<file path="config.mk">
export PLATFORM = sky130hd
export DESIGN_NAME = mem_copy_engine
export DESIGN_NICKNAME = d
export VERILOG_FILES = /design/src/rtl/mem_copy_pkg.sv /design/src/rtl/mem_copy_vpipe.sv /design/src/rtl/mem_copy_engine.sv
export SDC_FILE = /design/constraint.sdc
export NUM_CORES = 1
export LEC_CHECK = 0
export CORE_MARGIN = 3
export CORE_UTILIZATION = 36
export DETAILED_ROUTE_END_ITERATION = 7
export PLACE_DENSITY = 0.63
export SYNTH_ARGS = -nofsm -noshare
export SYNTH_HDL_FRONTEND = slang
export SYNTH_SLANG_ARGS = --single-unit
</file>
<file path="constraint.sdc">
create_clock -name clk -period 4.6 [get_ports clk]
set_input_delay 0.69 -clock clk [delete_from_list [all_inputs] [get_ports clk]]
set_output_delay 0.69 -clock clk [all_outputs]
set_load 0.02 [all_outputs]
</file>
<file path="src/rtl/mem_copy_pkg.sv">
`default_nettype none
// ============================================================================
//  Module      : mem_copy_pkg
//  Description : Shared types and default constants for the memory copy
//                engine (state encoding, default widths, read-latency cap).
//  Revision    : 1.0 - initial release
// ============================================================================
package mem_copy_pkg;

    localparam int DEF_DATA_WIDTH = 8;
    localparam int DEF_ADDR_WIDTH = 8;
    localparam int DEF_RD_LAT     = 1;
    localparam int RD_LAT_MAX     = 4;

    typedef enum logic [1:0] {
        ST_IDLE  = 2'd0,
        ST_RUN   = 2'd1,
        ST_DRAIN = 2'd2,
        ST_DONE  = 2'd3
    } state_e;

endpackage
`default_nettype wire

</file>
<file path="src/rtl/mem_copy_vpipe.sv">
`default_nettype none
// ============================================================================
//  Module      : mem_copy_vpipe
//  Description : Delay line of DEPTH stages carrying {valid, write index}.
//                Matches the source memory read latency so the tag emerges
//                in the same cycle as the data it describes.
//  Revision    : 1.0 - initial release
// ============================================================================
module mem_copy_vpipe #(
    parameter int DEPTH = 1,
    parameter int IDX_W = 9
) (
    input  logic             clk,
    input  logic             rst,
    input  logic             in_valid,
    input  logic [IDX_W-1:0] in_idx,
    output logic             out_valid,
    output logic [IDX_W-1:0] out_idx
);

    logic [DEPTH-1:0] r_valid;
    logic [IDX_W-1:0] r_idx [DEPTH];

    // Shift valid and tag one stage per cycle; reset flushes every stage
    always_ff @(posedge clk) begin
        if (rst) begin
            r_valid <= '0;
            for (int i = 0; i < DEPTH; i++) begin
                r_idx[i] <= '0;
            end
        end else begin
            r_valid[0] <= in_valid;
            r_idx[0]   <= in_idx;
            for (int i = 1; i < DEPTH; i++) begin
                r_valid[i] <= r_valid[i-1];
                r_idx[i]   <= r_idx[i-1];
            end
        end
    end

    assign out_valid = r_valid[DEPTH-1];
    assign out_idx   = r_idx[DEPTH-1];

endmodule
`default_nettype wire

</file>
<file path="src/rtl/mem_copy_engine.sv">
`default_nettype none
// ============================================================================
//  Module      : mem_copy_engine
//  Description : Pipelined block copy from a source memory (fixed read
//                latency RD_LAT) into a destination memory, one word per
//                cycle, with a start/busy/done handshake.
//                Optional macro MEM_COPY_CHECKSUM_EN adds a `checksum`
//                output holding the mod-2^DATA_WIDTH sum of written words.
//  Revision    : 1.0 - initial release
// ============================================================================
module mem_copy_engine
    import mem_copy_pkg::*;
#(
    parameter int DATA_WIDTH = DEF_DATA_WIDTH,
    parameter int ADDR_WIDTH = DEF_ADDR_WIDTH,
    parameter int RD_LAT     = DEF_RD_LAT
) (
    input  logic                  clk,
    input  logic                  rst,
    input  logic                  start,
    input  logic [ADDR_WIDTH-1:0] src_base,
    input  logic [ADDR_WIDTH-1:0] dst_base,
    input  logic [ADDR_WIDTH:0]   len,
    output logic                  busy,
    output logic                  done,
    output logic [ADDR_WIDTH-1:0] src_addr,
    input  logic [DATA_WIDTH-1:0] src_data,
    output logic [ADDR_WIDTH-1:0] dst_addr,
    output logic [DATA_WIDTH-1:0] dst_data,
    output logic                  dst_we
`ifdef MEM_COPY_CHECKSUM_EN
    ,
    output logic [DATA_WIDTH-1:0] checksum
`endif
);

    // Counters are one bit wider than an address so a full 2^ADDR_WIDTH
    // block can be counted without the length aliasing to zero.
    localparam int CW = ADDR_WIDTH + 1;

    // Out-of-range latencies are clamped to the supported window.
    localparam int C_LAT = (RD_LAT < 1) ? 1 :
                           ((RD_LAT > RD_LAT_MAX) ? RD_LAT_MAX : RD_LAT);

    localparam logic [1:0] C_ST_IDLE  = ST_IDLE;
    localparam logic [1:0] C_ST_RUN   = ST_RUN;
    localparam logic [1:0] C_ST_DRAIN = ST_DRAIN;
    localparam logic [1:0] C_ST_DONE  = ST_DONE;

    logic [1:0]            r_state;
    logic [ADDR_WIDTH-1:0] r_src_base;
    logic [ADDR_WIDTH-1:0] r_dst_base;
    logic [CW-1:0]         r_len;
    logic [CW-1:0]         r_rd_cnt;
    logic                  r_last_wr;

    logic                  w_accept;
    logic                  w_issue;
    logic                  w_last_issue;
    logic [CW-1:0]         w_next_cnt;
    logic                  w_pv;
    logic [CW-1:0]         w_pidx;

    assign w_accept     = (r_state == C_ST_IDLE) && start;
    assign w_issue      = (r_state == C_ST_RUN);
    assign w_last_issue = w_issue && (r_rd_cnt == (r_len - CW'(1)));
    assign w_next_cnt   = r_rd_cnt + CW'(1);

    assign busy = (r_state == C_ST_RUN) || (r_state == C_ST_DRAIN);
    assign done = (r_state == C_ST_DONE);

    // Tag pipeline: the word issued this cycle reappears when its data lands
    mem_copy_vpipe #(
        .DEPTH (C_LAT),
        .IDX_W (CW)
    ) u_vpipe (
        .clk       (clk),
        .rst       (rst),
        .in_valid  (w_issue),
        .in_idx    (r_rd_cnt),
        .out_valid (w_pv),
        .out_idx   (w_pidx)
    );

    // Control FSM and read-side addressing
    always_ff @(posedge clk) begin
        if (rst) begin
            r_state    <= C_ST_IDLE;
            r_src_base <= '0;
            r_dst_base <= '0;
            r_len      <= '0;
            r_rd_cnt   <= '0;
            src_addr   <= '0;
        end else begin
            case (r_state)
                C_ST_IDLE: begin
                    if (start) begin
                        if (len != '0) begin
                            r_src_base <= src_base;
                            r_dst_base <= dst_base;
                            r_len      <= len;
                            r_rd_cnt   <= '0;
                            // First read address goes out in the first RUN cycle
                            src_addr   <= src_base;
                            r_state    <= C_ST_RUN;
                        end else begin
                            r_state    <= C_ST_DONE;
                        end
                    end
                end
                C_ST_RUN: begin
                    r_rd_cnt <= w_next_cnt;
                    if (w_last_issue) begin
                        // src_addr stays on the final word while draining
                        r_state <= C_ST_DRAIN;
                    end else begin
                        src_addr <= r_src_base + w_next_cnt[ADDR_WIDTH-1:0];
                    end
                end
                C_ST_DRAIN: begin
                    if (dst_we && r_last_wr) begin
                        r_state <= C_ST_DONE;
                    end
                end
                default: begin
                    r_state <= C_ST_IDLE;
                end
            endcase
        end
    end

    // Write side: capture returning data and present it one cycle later
    always_ff @(posedge clk) begin
        if (rst) begin
            dst_we    <= 1'b0;
            dst_addr  <= '0;
            dst_data  <= '0;
            r_last_wr <= 1'b0;
        end else begin
            dst_we    <= w_pv;
            r_last_wr <= w_pv && (w_pidx == (r_len - CW'(1)));
            if (w_pv) begin
                dst_addr <= r_dst_base + w_pidx[ADDR_WIDTH-1:0];
                dst_data <= src_data;
            end
        end
    end

`ifdef MEM_COPY_CHECKSUM_EN
    // Running sum of every word actually written, restarted per copy
    always_ff @(posedge clk) begin
        if (rst || w_accept) begin
            checksum <= '0;
        end else if (dst_we) begin
            checksum <= checksum + dst_data;
        end
    end
`endif

endmodule
`default_nettype wire

</file>
==> summary.txt <==
Timing
  • Final setup violation count: 0
  • Fin. max-slew vios: 0
  • Minimum clock period: between 2 and 3 ns
  • Fin. Hold Viols: 0
  • Max-slew headroom at the worst pin: around 33%
  • Max Clk Rate: approximately 340 MHz
  • Hold_ws: approximately 0.47 ns
  • Setup Skew: approximately 0.0096 ns
  • Unrepaired setup endpoints after global routing: false
  • Final Cycle Share: between 60% and 70%
  • Worst Tran Pin Value: 0.998 ns
  • Setup TNS: 0 ns

Power and ir drop
  • Sw Ratio: 35.7%
  • Internal power: between 1 and 1.5 mW
  • Comb power frac: 39.5%
  • Net Switching: approximately 0.83 mW
  • Clock Power Share: around 25%
  • Leak pwr: just under 2 nW
  • Final Power: 2.31 mW
  • Worst VDD drop: about 0.27 mV
  • Power per cell area: approximately 470 nW/um2
  • Sequential power share: approximately 36%

Worst setup path
  • Largest fanout on the critical path: 8
  • CP top delay family: compound AO/OA/AOI/OAI gates
  • WS Path Type: reg2reg
  • CP cell instances: inv_1 -> ha_1 -> xnor2_1 -> a311o_1 -> a311o_1 -> a2111oi_4 -> a31o_1 -> mux2_4
  • Reg2reg start: r_len[0]
  • CP Launch Type: flop
  • CP max-delay cell: a31o_1
  • Top cell by count, worst path: a311o_1
  • Reg2reg end: src_addr[5]
  • Worst r2r path cells: 8
  • Required @ worst endpoint: 4.84 ns
  • R2r setup slk: about 1.6 ns
  • Worst path bufs/invs: 1
  • Critical Path AT: 3.21 ns
  • CP Capture Type: flop
  • CP max stage delay: between 0.5 and 0.6 ns

Synth
  • FF+latch count, synth: between 70 and 80
  • Synth Cell Area: around 4000 um2
  • Ys flop type: dfxtp_1
  • Synth warnings: 0
  • Post-synth EDFFs: 0
  • Asr flop ratio synth: 0%
  • Yosys cell types: between 60 and 70
  • Leading area contributor after synthesis: dfxtp_1
  • Synth top area cells: dfxtp_1 (36%), mux2i_1 (11%), ha_1 (6.5%), nor2_1 (6.4%), xnor2_1 (4.1%)
  • Top cell type's share of synthesized area: 35.8%
  • Mean Syn Cell Area: about 9 um2
  • Post-synth net total: 511
  • Cells after Synth: 452
  • Post-synthesis sequential area ratio: a little over a third

Worst hold path
  • Tightest Hold Check Type: reg2reg
  • Hold path cells: 2
  • WHS Endpoint: src_addr[7]
  • Hold_sp: src_addr[7]

Global route
  • GR Layer Usage met1: roughly a fifth
  • Gr busiest metal: met2
  • Total grt overflow: 0
  • First-pass GRT wire length: 15.9 mm
  • Gr usage total: approximately 16%
  • Vias in the first global route: about 3200
  • Initial antenna violation count: 0
  • Largest net degree at the start of global routing: around 70
  • Met2 usage: 25.9%
  • M3 GR Usage: between 5 and 6%

Detailed routing
  • Residual DRC: 0
  • Via count: about 3300
  • Vias/cell: between 5 and 6
  • Total detailed-routing wirelength: a little under 10 mm
  • DRT iter0 DRCs: between 150 and 200
  • Routed len/inst: about 15 um
  • Final ANT Viol Nets: 0
  • Pre-Repair DR Iteration Count: 4

CTS
  • H-Tree Level Count: 3
  • CTS clk-pin slew, worst paths: roughly 0.080 ns
  • Post-CTS resize count: 0
  • Post-CTS Setup Inserts: 0
  • Clock Latency Late Sink: about 0.36 ns
  • Post-CTS Hold Fix Bufs: 0
  • Total CTS buffers: 9
  • TritonCTS clock tree: built
  • Clock Tree Root: clkbuf_8
  • Maximum buffer depth of the clock tree: 2
  • Clock sink total: a little over 70

Cells and area
  • P&R area growth vs syn: 23.0%
  • Final net count: approximately 560
  • # diodes: 0
  • Share of post-route cells with drive strength above 1: under 10%
  • Non-Filler Instances: 640

Placement
  • Port Buffers: 62
  • Placed insts: approximately 620
  • Hpwl dp: a little under 7 mm
  • Gpl congestion: 0.810

Floorplan
  • # IOs: 63
  • DIE HEIGHT: 112 um
  • Starting Density: between 30% and 40%
  • Die Wd: roughly 110 um
  • # rows: 37
  • Die area: 12500 um2
  • Core area: ~11000 um2

Status
  • Status: finished, final reports clean

Job
  • Maximum capacitance violations: 0
synthesized netlist by cell type (3+ instances only):
library cell	n
nor4_1	3
nor2b_1	19
ha_1	21
buf_1	3
a22oi_1	5
a21o_1	5
a211oi_1	3
dfxtp_1	72
or3_1	3
a31oi_1	4
nand2_1	22
o31ai_1	3
nor3_1	7
xnor2_1	19
inv_1	20
o21ai_0	12
nor2_1	69
nand2b_1	3
nor3b_1	3
o21a_1	3
nand3_1	7
nand3b_1	3
mux2_2	3
clkbuf_1	22
mux2i_1	43
mux2_4	3
xor2_1	13
a21oi_1	16
worst max path at each step:
stage             endpoint  depth (start not counted)      from
2_1_floorplan  src_addr[3]                          9  r_len[0]
3_3_place_gp   src_addr[3]                          6    len[8]
3_5_place_dp   src_addr[4]                          6    len[8]
4_1_cts        src_addr[4]                          8  r_len[0]
5_1_grt        src_addr[4]                          8  r_len[0]
6_report       src_addr[5]                          8  r_len[0]
cells in the final DEF, fill, tap and decap left out, types with 3 or more instances in the layout:
master / n
nand2_1: 22
mux2i_1: 43
mux2_4: 3
dfxtp_1: 72
o21ai_0: 12
nand3_1: 7
nor3_1: 7
nand2b_1: 3
a21o_1: 5
nor2b_1: 19
nor4_1: 3
a21oi_1: 16
or3_1: 3
a22oi_1: 5
xnor2_1: 19
a31oi_1: 3
a211oi_1: 3
clkbuf_8: 11
ha_1: 21
buf_4: 3
o31ai_1: 3
inv_1: 20
clkdlybuf4s50_1: 61
o21a_1: 3
mux2_2: 3
nand3b_1: 3
xor2_1: 13
nor3b_1: 3
nor2_1: 69
power groups by stage:
stage | Sequential, mW | Combinational, mW | Clock (mW)
after floorplan | 0.830 | 0.652 | 0
after CTS | 0.820 | 0.920 | 0.595
after detailed placement | 0.833 | 0.915 | 0
after global routing | 0.834 | 1.00 | 0.623
final | 0.819 | 0.913 | 0.578
after global placement | 0.829 | 0.899 | 0
tightest hold or removal path, stage by stage (launching register included):
cell and delay, ns:
dfxtp_1 0.31, nand2_1 0.05, mux2i_1 0.05
routing by layer:
layer / vias to the layer above / part of all wire, %
met5: - / 0
met4: 0 / 0.88
met3: 8 / 5.2
met2: 79 / 47
met1: 1560 / 47
li1: 1659 / -
final cells by class:
cell class              count  area, um2
fillers                  1045       5650
multi-input cells         331       2400
flip-flops and latches     72       1440
repair buffers             65        638
well taps                 136        170
clock buffers              11        151
clock inverters             5       78.8
inverters                  20       75.1
logic make-up after synthesis:
logic type / count (synthesis) / synth area share (%)
flip-flops: 72 / 35.8
multiplexers: 49 / 12.6
XOR/XNOR: 32 / 6.96
adder cells (fa/ha/maj): 23 / 7.52
AND/OR/NAND/NOR: 154 / 19.3
AO/OA/AOI/OAI: 73 / 12.8
buffers and inverters: 49 / 5.00
registers in the layout, indices dropped and copies added, names as in the netlist, 8 cells and up:
| register | cells |
|---|---|
| r_len | 9 |
| u_vpipe.r_idx | 9 |
| r_src_base | 8 |
| dst_addr | 8 |
| dst_data | 8 |
| r_rd_cnt | 9 |
| r_dst_base | 8 |
| src_addr | 8 |
through the flow:
step	setup WS, ns	utilization, %	instance area [um2]
4_1_cts	1.62	46.7	4960
3_5_place_dp	1.50	44.6	4730
2_1_floorplan	2.02	-	4030
3_3_place_gp	1.54	44.6	4730
5_1_grt	1.51	46.7	4960
6_report	1.63	46.7	4960
Power figures use the tool's default switching activity.
==> RTL change 1: new RTL, same flow settings <==
Set the package constant `DEF_DATA_WIDTH` to 10 (it was 8).
--- a/src/rtl/mem_copy_pkg.sv
+++ b/src/rtl/mem_copy_pkg.sv
@@ -9,3 +9,3 @@
 
-    localparam int DEF_DATA_WIDTH = 8;
+    localparam int DEF_DATA_WIDTH = 10;
     localparam int DEF_ADDR_WIDTH = 8;
Ports: changed (resized dst_data and src_data); port bits go from 63 to 67. No check against the original RTL was run, so the function may have changed too.
==> RTL change 1 against the original RTL <==
Synthesized area down 0.65%; cell count fell by 1.4%; synthesized cell count is 4.9% lower; via count is 4.2% lower; setup slack better by 0.10 ns; routed wire length down 4.9%; die area shrank 0.62%; sequential cell count is 2 higher; cell area down 0.48%; power is 2.9% lower.
==> RTL change 1: results (changes against the original RTL) <==
stage,metric,value,unit,change
synth,synth-xor-area-share,0.0966,,+0.0270
sta,finClkSkew,0.00927,ns,-0.000293 ns
synth,syn_area_per_cell,9.31,sq um,+4.4%
global_routing,grt_pass1_vias,3324,,+3.1%
pwr,leakagePower,0.00199,uW,+0.41%
clock_network,clk_latency,0.36,ns,about the same
synth,synthTopCellsByCount,"74 x dfxtp_1, 64 x nor2_1, 41 x mux2i_1",,
global_routing,grt_max_degree,72,,+4.3%
synth,yosys_warnings,0,,unchanged
worst_hold_path,min_path_type,reg2reg,,
detailed_routing,wl_per_cell,14.5,um,-3.5%
clock_network,cts.clk_slew.worst_paths,0.08,ns,about the same
placement,placed_cell_area,0.00475,sq mm,+0.45%
synth,yosysUniqueCellTypes,59,,-4.8%
final_layout,antenna_cells,0,,unchanged
global_routing,grt_pass1_wl,16000,um,+0.35%
final_layout,nFillCells,1058,,+1.2%
pwr,clockPowerShare,0.218,,-0.032
placement,post-place-ws,1.32,ns,-0.177 ns
outcome,status,"finished, final reports clean",,
placement,io_buffers,66,,+6.5%
detailed_routing,vias,3167,,-4.2%
placement,hpwl,6740,um,-2.9%
final_layout,fin_nets,551,,-1.3%
final_layout,drive_gt1_frac,0.0727,,+0.00130
clock_network,post_cts_buffers,0,,unchanged
critical_path,arrival,3.12,ns,-0.09 ns
critical_path,path_delay_family,simple AND/OR/NAND/NOR gates,,
critical_path,cpPeakStageDelay,0.53,ns,+0.02 ns
clock_network,cts.path.max_buffers,2,,unchanged
synth,synth_fp_nets,491,,-3.9%
synth,synth_mux_area_frac,0.126,,-0.000421
pwr,ir_drop,251,uV,-5.7%
pwr,switching_power,809,uW,-2.0%
sta,relSlewSlack,0.504,,+0.169
placement,place_congestion,0.817,,+0.85%
critical_path,path_max_fanout,8,,unchanged
synth,synthTopCellsByArea,"dfxtp_1 37%, mux2i_1 10%, ha_1 6.6%, nor2_1 6.0%, xnor2_1 5.3%",,
pwr,fin_total_pwr,2240,uW,-2.9%
synth,synthAdderAreaFrac,0.0756,,+0.000493
synth,synth_compound_area_frac,0.107,,-0.0210
clock_network,cts_inserted_buffers,9,,unchanged
pwr,pwr-share-comb,0.415,,+0.020
global_routing,track_usage,0.156,,-0.000816
final_layout,instances_no_fill,631,,-1.4%
detailed_routing,drt_iter0_drc,127,,-22%
critical_path,crit_slowest_cell,dfxtp_1,,
placement,dp.cells,615,,-1.4%
synth,seq_area_frac_synth,0.370,,+0.0124
==> RTL change 1: worst paths after layout <==
path                                  start     endpoint  slack, ns  cells after the start
worst min register to register  src_addr[7]  src_addr[7]       0.46                      2
worst max-delay path               r_len[0]  src_addr[5]       1.73                      8
worst max register to register     r_len[0]  src_addr[5]       1.73                      8
worst min-delay path            src_addr[7]  src_addr[7]       0.46                      2
==> RTL change 1: per-layer routing <==
| layer | vias to the layer above | GRT usage | wire length, um |
|---|---|---|---|
| li1 | 1592 | - | - |
| met1 | 1492 | 0.194 | 4150 |
| met2 | 69 | 0.257 | 4370 |
| met3 | 14 | 0.0522 | 503 |
| met4 | 0 | 0.0495 | 133 |
| met5 | - | 0 | 0 |
==> RTL change 1: area by class of cell <==
type                    instances  area [sq um]  share of cell area
multi-input cells             313          2320               0.471
flip-flops and latches         74          1480               0.300
repair buffers                 71           693               0.141
well taps                     136           170              0.0345
clock buffers                  10           128              0.0259
inverters                      21          78.8              0.0160
clock inverters                 6          57.6              0.0117
==> RTL change 2: new RTL, same settings <==
Made on the original files. Add an input register stage for `src_base`, cleared by the reset; this delays it by one clock. The other inputs are not delayed to match.
--- a/src/rtl/mem_copy_engine.sv
+++ b/src/rtl/mem_copy_engine.sv
@@ -48,2 +48,12 @@
     localparam logic [1:0] C_ST_DONE  = ST_DONE;
+
+    logic [ADDR_WIDTH-1:0] src_base_q;
+
+    always_ff @(posedge clk) begin
+        if (rst) begin
+            src_base_q <= '0;
+        end else begin
+            src_base_q <= src_base;
+        end
+    end
 
@@ -98,3 +108,3 @@
                         if (len != '0) begin
-                            r_src_base <= src_base;
+                            r_src_base <= src_base_q;
                             r_dst_base <= dst_base;
@@ -103,3 +113,3 @@
                             // First read address goes out in the first RUN cycle
-                            src_addr   <= src_base;
+                            src_addr   <= src_base_q;
                             r_state    <= C_ST_RUN;
Behaviour: not the same (Yosys sat finds a counterexample within 4 cycles, from zero or initial values and one cycle with rst high).
==> RTL change 2 against the original RTL <==
Synthesized cell count rose by 0.88%; via count fell by 1.9%; utilization rose by 0.098 points; register-to-register slack improved by 0.19 ns; sequential cell count rose by 8; cell area rose by 4.3%; power rose by 8.3%; synthesized area rose by 2.7%; cell count rose by 1.6%; setup slack improved by 0.0097 ns; routed wire length fell by 2.9%; critical endpoint unchanged; largest cell class unchanged.
==> RTL change 2: results (changes against the original RTL) <==
stage,metric,value,unit,change
global_routing,grt_pass1_vias,3250,,+0.81%
clock_network,cts_root_buf,clkbuf_16,,
final_layout,nFillCells,1058,,+1.2%
synth,synth_fp_nets,515,,+0.78%
detailed_routing,dr_wl_met3,347,um,-30%
clock_network,clk_latency,0.33,ns,-0.03 ns
pwr,ir_drop,193,uV,-28%
clock_network,cts.clk_slew.worst_paths,0.06,ns,-0.02 ns
detailed_routing,drt_iter0_drc,145,,-11%
pwr,leakagePower,0.00208,uW,+4.9%
sta,finClkSkew,0.00749,ns,-0.00207 ns
final_layout,fin_nets,564,,+1.1%
pwr,comb_power,837,uW,-8.3%
critical_path,r2r-end,src_addr[7],,
outcome,status,"finished, final reports clean",,
final_layout,drive_gt1_frac,0.0549,,-0.0165
critical_path,reg2reg_slack,1.82,ns,+0.19 ns
synth,syn_area_per_cell,9.08,sq um,+1.8%
placement,place_congestion,0.803,,-0.86%
pwr,p_int,1690,uW,+14%
global_routing,grt_max_degree,73,,+5.8%
synth,synthTopCellsByCount,"80 x dfxtp_1, 53 x nor2_1, 40 x mux2i_1",,
synth,yosysUniqueCellTypes,57,,-8.1%
placement,post-place-ws,1.30,ns,-0.199 ns
pwr,pg_clk,793,uW,+37%
critical_path,ff2ff_path_depth,10,,+2
critical_path,crit_start,len[5],,
synth,seq_area_frac_synth,0.387,,+0.0292
detailed_routing,wl_met2,4470,um,-1.4%
global_routing,grtUsageMet2,0.254,,-0.00505
global_routing,grt_util_met3,0.0369,,-0.0164
synth,synthTopCellsByArea,"dfxtp_1 39%, mux2i_1 9.7%, ha_1 6.3%, xnor2_1 4.9%, nor2_1 4.8%",,
sta,worst_hold_slack,0.468,ns,+0.00179 ns
global_routing,track_usage,0.155,,-0.00258
critical_path,path_max_fanout,10,,+2
critical_path,arrival,3.22,ns,about the same
final_layout,instances_no_fill,650,,+1.6%
global_routing,grt_pass1_wl,16000,um,+0.61%
pwr,pwr-share-comb,0.335,,-0.060
placement,placed_cell_area,0.00483,sq mm,+2.3%
global_routing,grtUsageMet1,0.201,,+0.00391
critical_path,reg2reg_from,r_rd_cnt[1],,
RTL change 2: cell type report:
type	count	area, sq um	share of cell area
clock buffer	14	274	0.0530
clock inverter	2	60.1	0.0116
inverter	18	67.6	0.0131
multi-input combinational	332	2360	0.456
sequential	80	1600	0.310
tap	140	175	0.0339
timing repair buffer	64	631	0.122
RTL change 2: logic make-up (layout without fill, tap and decap cells):
group                      Yosys count  after routing  share of synthesized area
AOI/OAI and AO/OA                   66             66                      0.107
xor gates and xnor gates            39             39                     0.0859
adders and majority gates           23             23                     0.0732
buffers and inverters               44             98                     0.0469
DFF                                 80             80                      0.387
muxes                               45             45                      0.110
and+or+nand+nor                    159            159                      0.190
RTL change 2: worst max-delay path: stages:
cell             delay (ns)
clkdlybuf4s50_1        0.43
nor4_1                 0.80
a31oi_4                0.19
a21oi_2                0.38
a41o_1                 0.46
mux2i_1                0.25
